===== src/rtl/mdu_arbiter.sv =====
// rtl/mdu_arbiter.sv - round-robin sequencer sharing one multi-cycle MDU between two requesters
module mdu_arbiter #(
    parameter int TIMEOUT = 32
) (
    input  logic        clk,
    input  logic        reset,
    input  logic        req_valid_0,
    input  logic        req_valid_1,
    input  logic [3:0]  req_op_0,
    input  logic [3:0]  req_op_1,
    input  logic [31:0] req_a_0,
    input  logic [31:0] req_a_1,
    input  logic [31:0] req_b_0,
    input  logic [31:0] req_b_1,
    output logic        req_ready_0,
    output logic        req_ready_1,
    output logic        resp_valid_0,
    output logic        resp_valid_1,
    output logic [31:0] resp_hi,
    output logic [31:0] resp_lo,
    output logic        resp_err,
    output logic        mdu_start,
    output logic [3:0]  mdu_op,
    output logic [31:0] mdu_d1,
    output logic [31:0] mdu_d2,
    input  logic        mdu_busy,
    input  logic [31:0] mdu_hi,
    input  logic [31:0] mdu_lo,
    output logic        err_sticky
);

    localparam int CNT_W = $clog2(TIMEOUT);
    localparam logic [CNT_W-1:0] CNT_LAST = CNT_W'(TIMEOUT - 1);

    typedef enum logic [1:0] {
        IDLE  = 2'd0,
        ISSUE = 2'd1,
        WAIT  = 2'd2,
        RESP  = 2'd3
    } state_t;

    state_t           state;
    logic             last_grant;
    logic             owner_id;
    logic [CNT_W-1:0] wait_cnt;

    logic             grant_id;
    logic             accept;
    logic [3:0]       sel_op;
    logic [31:0]      sel_a;
    logic [31:0]      sel_b;

    // Arbitration: a lone requester wins outright, a tie goes to the port that did not win last.
    always_comb begin
        grant_id = 1'b0;
        if (req_valid_0 && req_valid_1) begin
            grant_id = ~last_grant;
        end else begin
            grant_id = req_valid_1;
        end
        accept      = (state == IDLE) && (req_valid_0 || req_valid_1) && !reset;
        sel_op      = grant_id ? req_op_1 : req_op_0;
        sel_a       = grant_id ? req_a_1  : req_a_0;
        sel_b       = grant_id ? req_b_1  : req_b_0;
        req_ready_0 = accept && !grant_id;
        req_ready_1 = accept && grant_id;
    end

    // Sequencer: accept, issue to the MDU, wait on busy with a watchdog, then strobe the owner.
    always_ff @(posedge clk) begin
        if (reset) begin
            state        <= IDLE;
            last_grant   <= 1'b1;
            owner_id     <= 1'b0;
            wait_cnt     <= '0;
            mdu_start    <= 1'b0;
            mdu_op       <= '0;
            mdu_d1       <= '0;
            mdu_d2       <= '0;
            resp_valid_0 <= 1'b0;
            resp_valid_1 <= 1'b0;
            resp_hi      <= '0;
            resp_lo      <= '0;
            resp_err     <= 1'b0;
            err_sticky   <= 1'b0;
        end else begin
            case (state)
                IDLE: begin
                    if (accept) begin
                        mdu_op     <= sel_op;
                        mdu_d1     <= sel_a;
                        mdu_d2     <= sel_b;
                        owner_id   <= grant_id;
                        last_grant <= grant_id;
                        if (sel_op == 4'd0) begin
                            // READ returns the current HI/LO without touching the MDU.
                            resp_hi      <= mdu_hi;
                            resp_lo      <= mdu_lo;
                            resp_err     <= 1'b0;
                            resp_valid_0 <= !grant_id;
                            resp_valid_1 <= grant_id;
                            state        <= RESP;
                        end else begin
                            mdu_start <= 1'b1;
                            state     <= ISSUE;
                        end
                    end
                end
                ISSUE: begin
                    mdu_start <= 1'b0;
                    wait_cnt  <= '0;
                    state     <= WAIT;
                end
                WAIT: begin
                    if (!mdu_busy) begin
                        resp_hi      <= mdu_hi;
                        resp_lo      <= mdu_lo;
                        resp_err     <= 1'b0;
                        resp_valid_0 <= !owner_id;
                        resp_valid_1 <= owner_id;
                        state        <= RESP;
                    end else if (wait_cnt == CNT_LAST) begin
                        // Watchdog expired: report the error and leave the result registers untouched.
                        resp_err     <= 1'b1;
                        err_sticky   <= 1'b1;
                        resp_valid_0 <= !owner_id;
                        resp_valid_1 <= owner_id;
                        state        <= RESP;
                    end else begin
                        wait_cnt <= wait_cnt + CNT_W'(1);
                    end
                end
                RESP: begin
                    resp_valid_0 <= 1'b0;
                    resp_valid_1 <= 1'b0;
                    resp_err     <= 1'b0;
                    state        <= IDLE;
                end
                default: state <= IDLE;
            endcase
        end
    end

endmodule


===== config.mk =====
export PLATFORM = sky130hd
export DESIGN_NAME = mdu_arbiter
export DESIGN_NICKNAME = d
export VERILOG_FILES = /design/src/rtl/mdu_arbiter.sv
export SDC_FILE = /design/constraint.sdc
export NUM_CORES = 1
export LEC_CHECK = 0
export CAP_MARGIN = 20
export CORE_AREA = 2 2 135 137
export DETAILED_ROUTE_END_ITERATION = 8
export DIE_AREA = 0 0 137 139
export PLACE_DENSITY = 0.77
export RECOVER_POWER = 25
export SYNTH_ARGS = -nofsm -noshare
export SYNTH_HDL_FRONTEND = slang
export SYNTH_SLANG_ARGS = --single-unit
export TNS_END_PERCENT = 1

===== constraint.sdc =====
create_clock -name clk -period 2.1 [get_ports clk]
set_input_delay 0.42 -clock clk [delete_from_list [all_inputs] [get_ports clk]]
set_output_delay 0.42 -clock clk [all_outputs]
set_load 0.05 [all_outputs]

==> qor.yml <==
drc_errors: 0
tightest_slew_ns: 0.7851
hold_path.startpoint: "reset"
endpoint_kind: "primary output"
seqCellArea_sq_um: 2924
vias: 5965
synth_nets: 874
utilization_pct: 63.29
maxCapViolations: 0
netlist_area_sq_um: 6512
reg2regPathDepth: 7
placement_rows: 49
syn_to_final_growth_pct: 71.59
synth_area_leaders: "dfxtp_1 (45%), mux2i_1 (19%), nand2b_1 (13%)"
fin_ws_ns: 0.04438
cp_cell_sequence: "clkdlybuf4s50_1"
grt_pass1_wl_microns: 30940
ys_types: 39
dp_hpwl_microns: 14940
antenna_found_initial: 0
finalCritPeriodShare_pct: 97.89
path_buf_inv: 1
hold_viol: 0
coreArea_sq_um: 17660
via_per_inst: 4.734
routed_wl_microns: 19650
fmax_mhz: 486.5
drive_above_1_share_pct: 8.341
synthCells: 663
clk_latency_ns: 0.41
antenna_left: 0
avgSynthCellArea_sq_um: 9.823
busiest_layer: "met2"
cp.arrival_ns: 1.64
reg2reg_from: "wait_cnt[0]"
grt_pass1_vias: 6049
finalPower_mw: 14.52
synth_top_area_share_pct: 44.88
ys_ff_latch: 146
place_ws_ns: -0.3252
portBuffers: 343
cp_max_fo: 2
internal_power_mw: 8.630
p_clk_share_pct: 24.0
slowest_stage: "clkdlybuf4s50_1"
route.detailed.wl_per_inst_microns: 15.60
drt-pass1-iter-count: 6
fillers: 1477
final_nets: 1229
leakagePower_nw: 4.139
grt_max_degree: 151
whs_path_depth: 2
grtUsageMet2_pct: 34.17
skew_ns: 0.01078
peakVddDrop_uv: 631.4
cts_tree: "yes"
place_area_sq_um: 10500
ios: 344
cpLargestDelayFamily: "buffers and inverters"
drv_slew: 0
holdPathEnd: "wait_cnt[4]"
gp_congestion: 0.8138
required_ns: 1.68
synth_edf_count: 0
setup_viol: 0
initial_utilization_pct: 36.88
gr-usage-met3_pct: 6.762
synth_most_common_cell: "dfxtp_1"
multi_input_area_sq_um: 3362
global_route.usage.met1_pct: 24.77
die_w_microns: 137
cts-htree-levels: 4
synth.largest_area_cell: "dfxtp_1"
cts-root-buf: "clkbuf_16"
clock_path_buffers: 2
yosysWarnings: 0
gr-total-overflow: 0
synth_top_flop_cell: "dfxtp_1"
ys_seq_area_share_pct: 44.88
ys_top_cells_by_count: "dfxtp_1 (146), nand2b_1 (132), mux2i_1 (123)"
clock-sinks: 146
die_h_microns: 139
num_antenna_cells: 0
fin_setup_tns_ns: 0
critPathKind: "reg -> out"
async_flop_share_pct: 0
clk_pin_slew_worst_paths_ns: 0.06
hold_path.class: "in -> reg"
hold_buffers: 0
swShare_pct: 40.56
power_frac_comb_pct: 49.2
fin_area_sq_um: 11170
grt_setup_unrepaired: "true"
slew_headroom_pct: 47.88
p_per_area_nw_per_um2: 1299
crit_path_start_kind: "register"
fin_crit_ns: 2.056
track_usage_pct: 20.50
die_area_sq_um: 19040
drt-initial-drc-count: 163
cpPeakStageDelay_ns: 0.84
r2r_slack_ns: 0.15
power.net_switching_mw: 5.890
reg2reg_to: "resp_valid_1"
status: "completed"
power_frac_seq_pct: 26.8
cts_buffers: 17
## registers in the layout (all words and copies together), names as in the netlist
name	count
last_grant	1
resp_hi	32
mdu_d2	32
mdu_op	4
owner_id	1
mdu_start	1
resp_err	1
mdu_d1	32
err_sticky	1
state	2
wait_cnt	5
resp_valid_0	1
resp_lo	32
resp_valid_1	1
## cell families (layout without fill, tap and decap cells)
kind of cell	after synthesis	in the layout	synth area share (%)
xor gates and xnor gates	2	2	0.2690
DFF	146	146	44.88
muxes	126	126	19.46
buffers and inverters	58	426	4.399
adders and majority gates	6	6	1.153
and+or+nand+nor	236	236	19.37
AOI/OAI and AO/OA	89	89	10.47
## power by group through the flow
stage | Sequential (mW) | Clock (mW) | Combinational (mW)
floorplan | 6.23 | 0 | 2.15
global placement | 3.92 | 0 | 7.12
detailed placement | 3.94 | 0 | 7.18
CTS | 3.89 | 3.55 | 7.25
global route | 3.98 | 3.68 | 7.58
finish | 3.89 | 3.48 | 7.14
## area by class of cell
cell class / count / area share [%]
clock buffers: 18 / 3.841
flip-flops and latches: 146 / 26.17
inverters: 4 / 0.1344
well taps: 229 / 2.564
multi-input cells: 459 / 30.09
clock inverters: 14 / 2.251
repair buffers: 390 / 34.96
## what timing repair did
item,CTS,global route
pin swaps,0,1
setup buffers,0,0
endpoints found under the setup margin,2,69
resized for setup,6,7
## routing by layer
| metal | part of all wire, % | up-vias |
|---|---|---|
| li1 | - | 3020 |
| met1 | 42 | 2676 |
| met2 | 47 | 245 |
| met3 | 9.3 | 24 |
| met4 | 1.7 | 0 |
| met5 | 0 | - |
## cell usage in the layout, fill, tap and decap left out, drive strengths merged, types with 2 or more instances in the layout
master | synthesis | layout
a2111oi | 2 | 2
a211o | 2 | 2
a211oi | 62 | 62
a21oi | 5 | 5
a222oi | 9 | 9
and3 | 3 | 3
buf | 25 | 39
bufinv | 0 | 6
clkbuf | 29 | 32
clkdlybuf4s50 | 0 | 336
clkinv | 0 | 4
dfxtp | 146 | 146
ha | 6 | 6
inv | 4 | 7
mux2 | 2 | 2
mux2i | 124 | 124
nand2 | 5 | 5
nand2b | 132 | 132
nand3 | 3 | 3
nor2 | 79 | 79
nor2b | 4 | 4
nor3 | 4 | 4
nor4 | 2 | 2
o21ai | 3 | 3
xor2 | 2 | 2
## worst register-to-register path, cell delays in order, from the launching register on
cell	delay, ns
dfxtp_1	0.36
ha_1	0.17
and3_1	0.17
ha_1	0.18
nand3b_1	0.21
o21ai_2	0.11
a211o_1	0.33
mux2_1	0.32
## worst max path at each step
stage                start           to  slack (ns)  cells after the start
4_1_cts           state[0]  req_ready_0       0.002                      5
5_1_grt        req_op_0[3]  resp_lo[14]      -0.009                      8
6_report         mdu_d2[5]    mdu_d2[5]        0.04                      1
3_5_place_dp   req_op_0[0]  resp_hi[13]       -0.33                      8
3_3_place_gp   req_op_0[3]  resp_lo[21]       -0.31                      8
2_1_floorplan     state[0]   mdu_d1[11]        0.04                      8
## per-stage QoR
stage / hold WS, ns / instances
6_report: 0.2857 / 1260
5_1_grt: 0.2787 / 1260
4_1_cts: 0.2665 / 1260
3_5_place_dp: 0.4603 / 1228
3_3_place_gp: 0.4504 / 1228
2_1_floorplan: 0.4406 / 663
(Power assumes the default switching activity.)
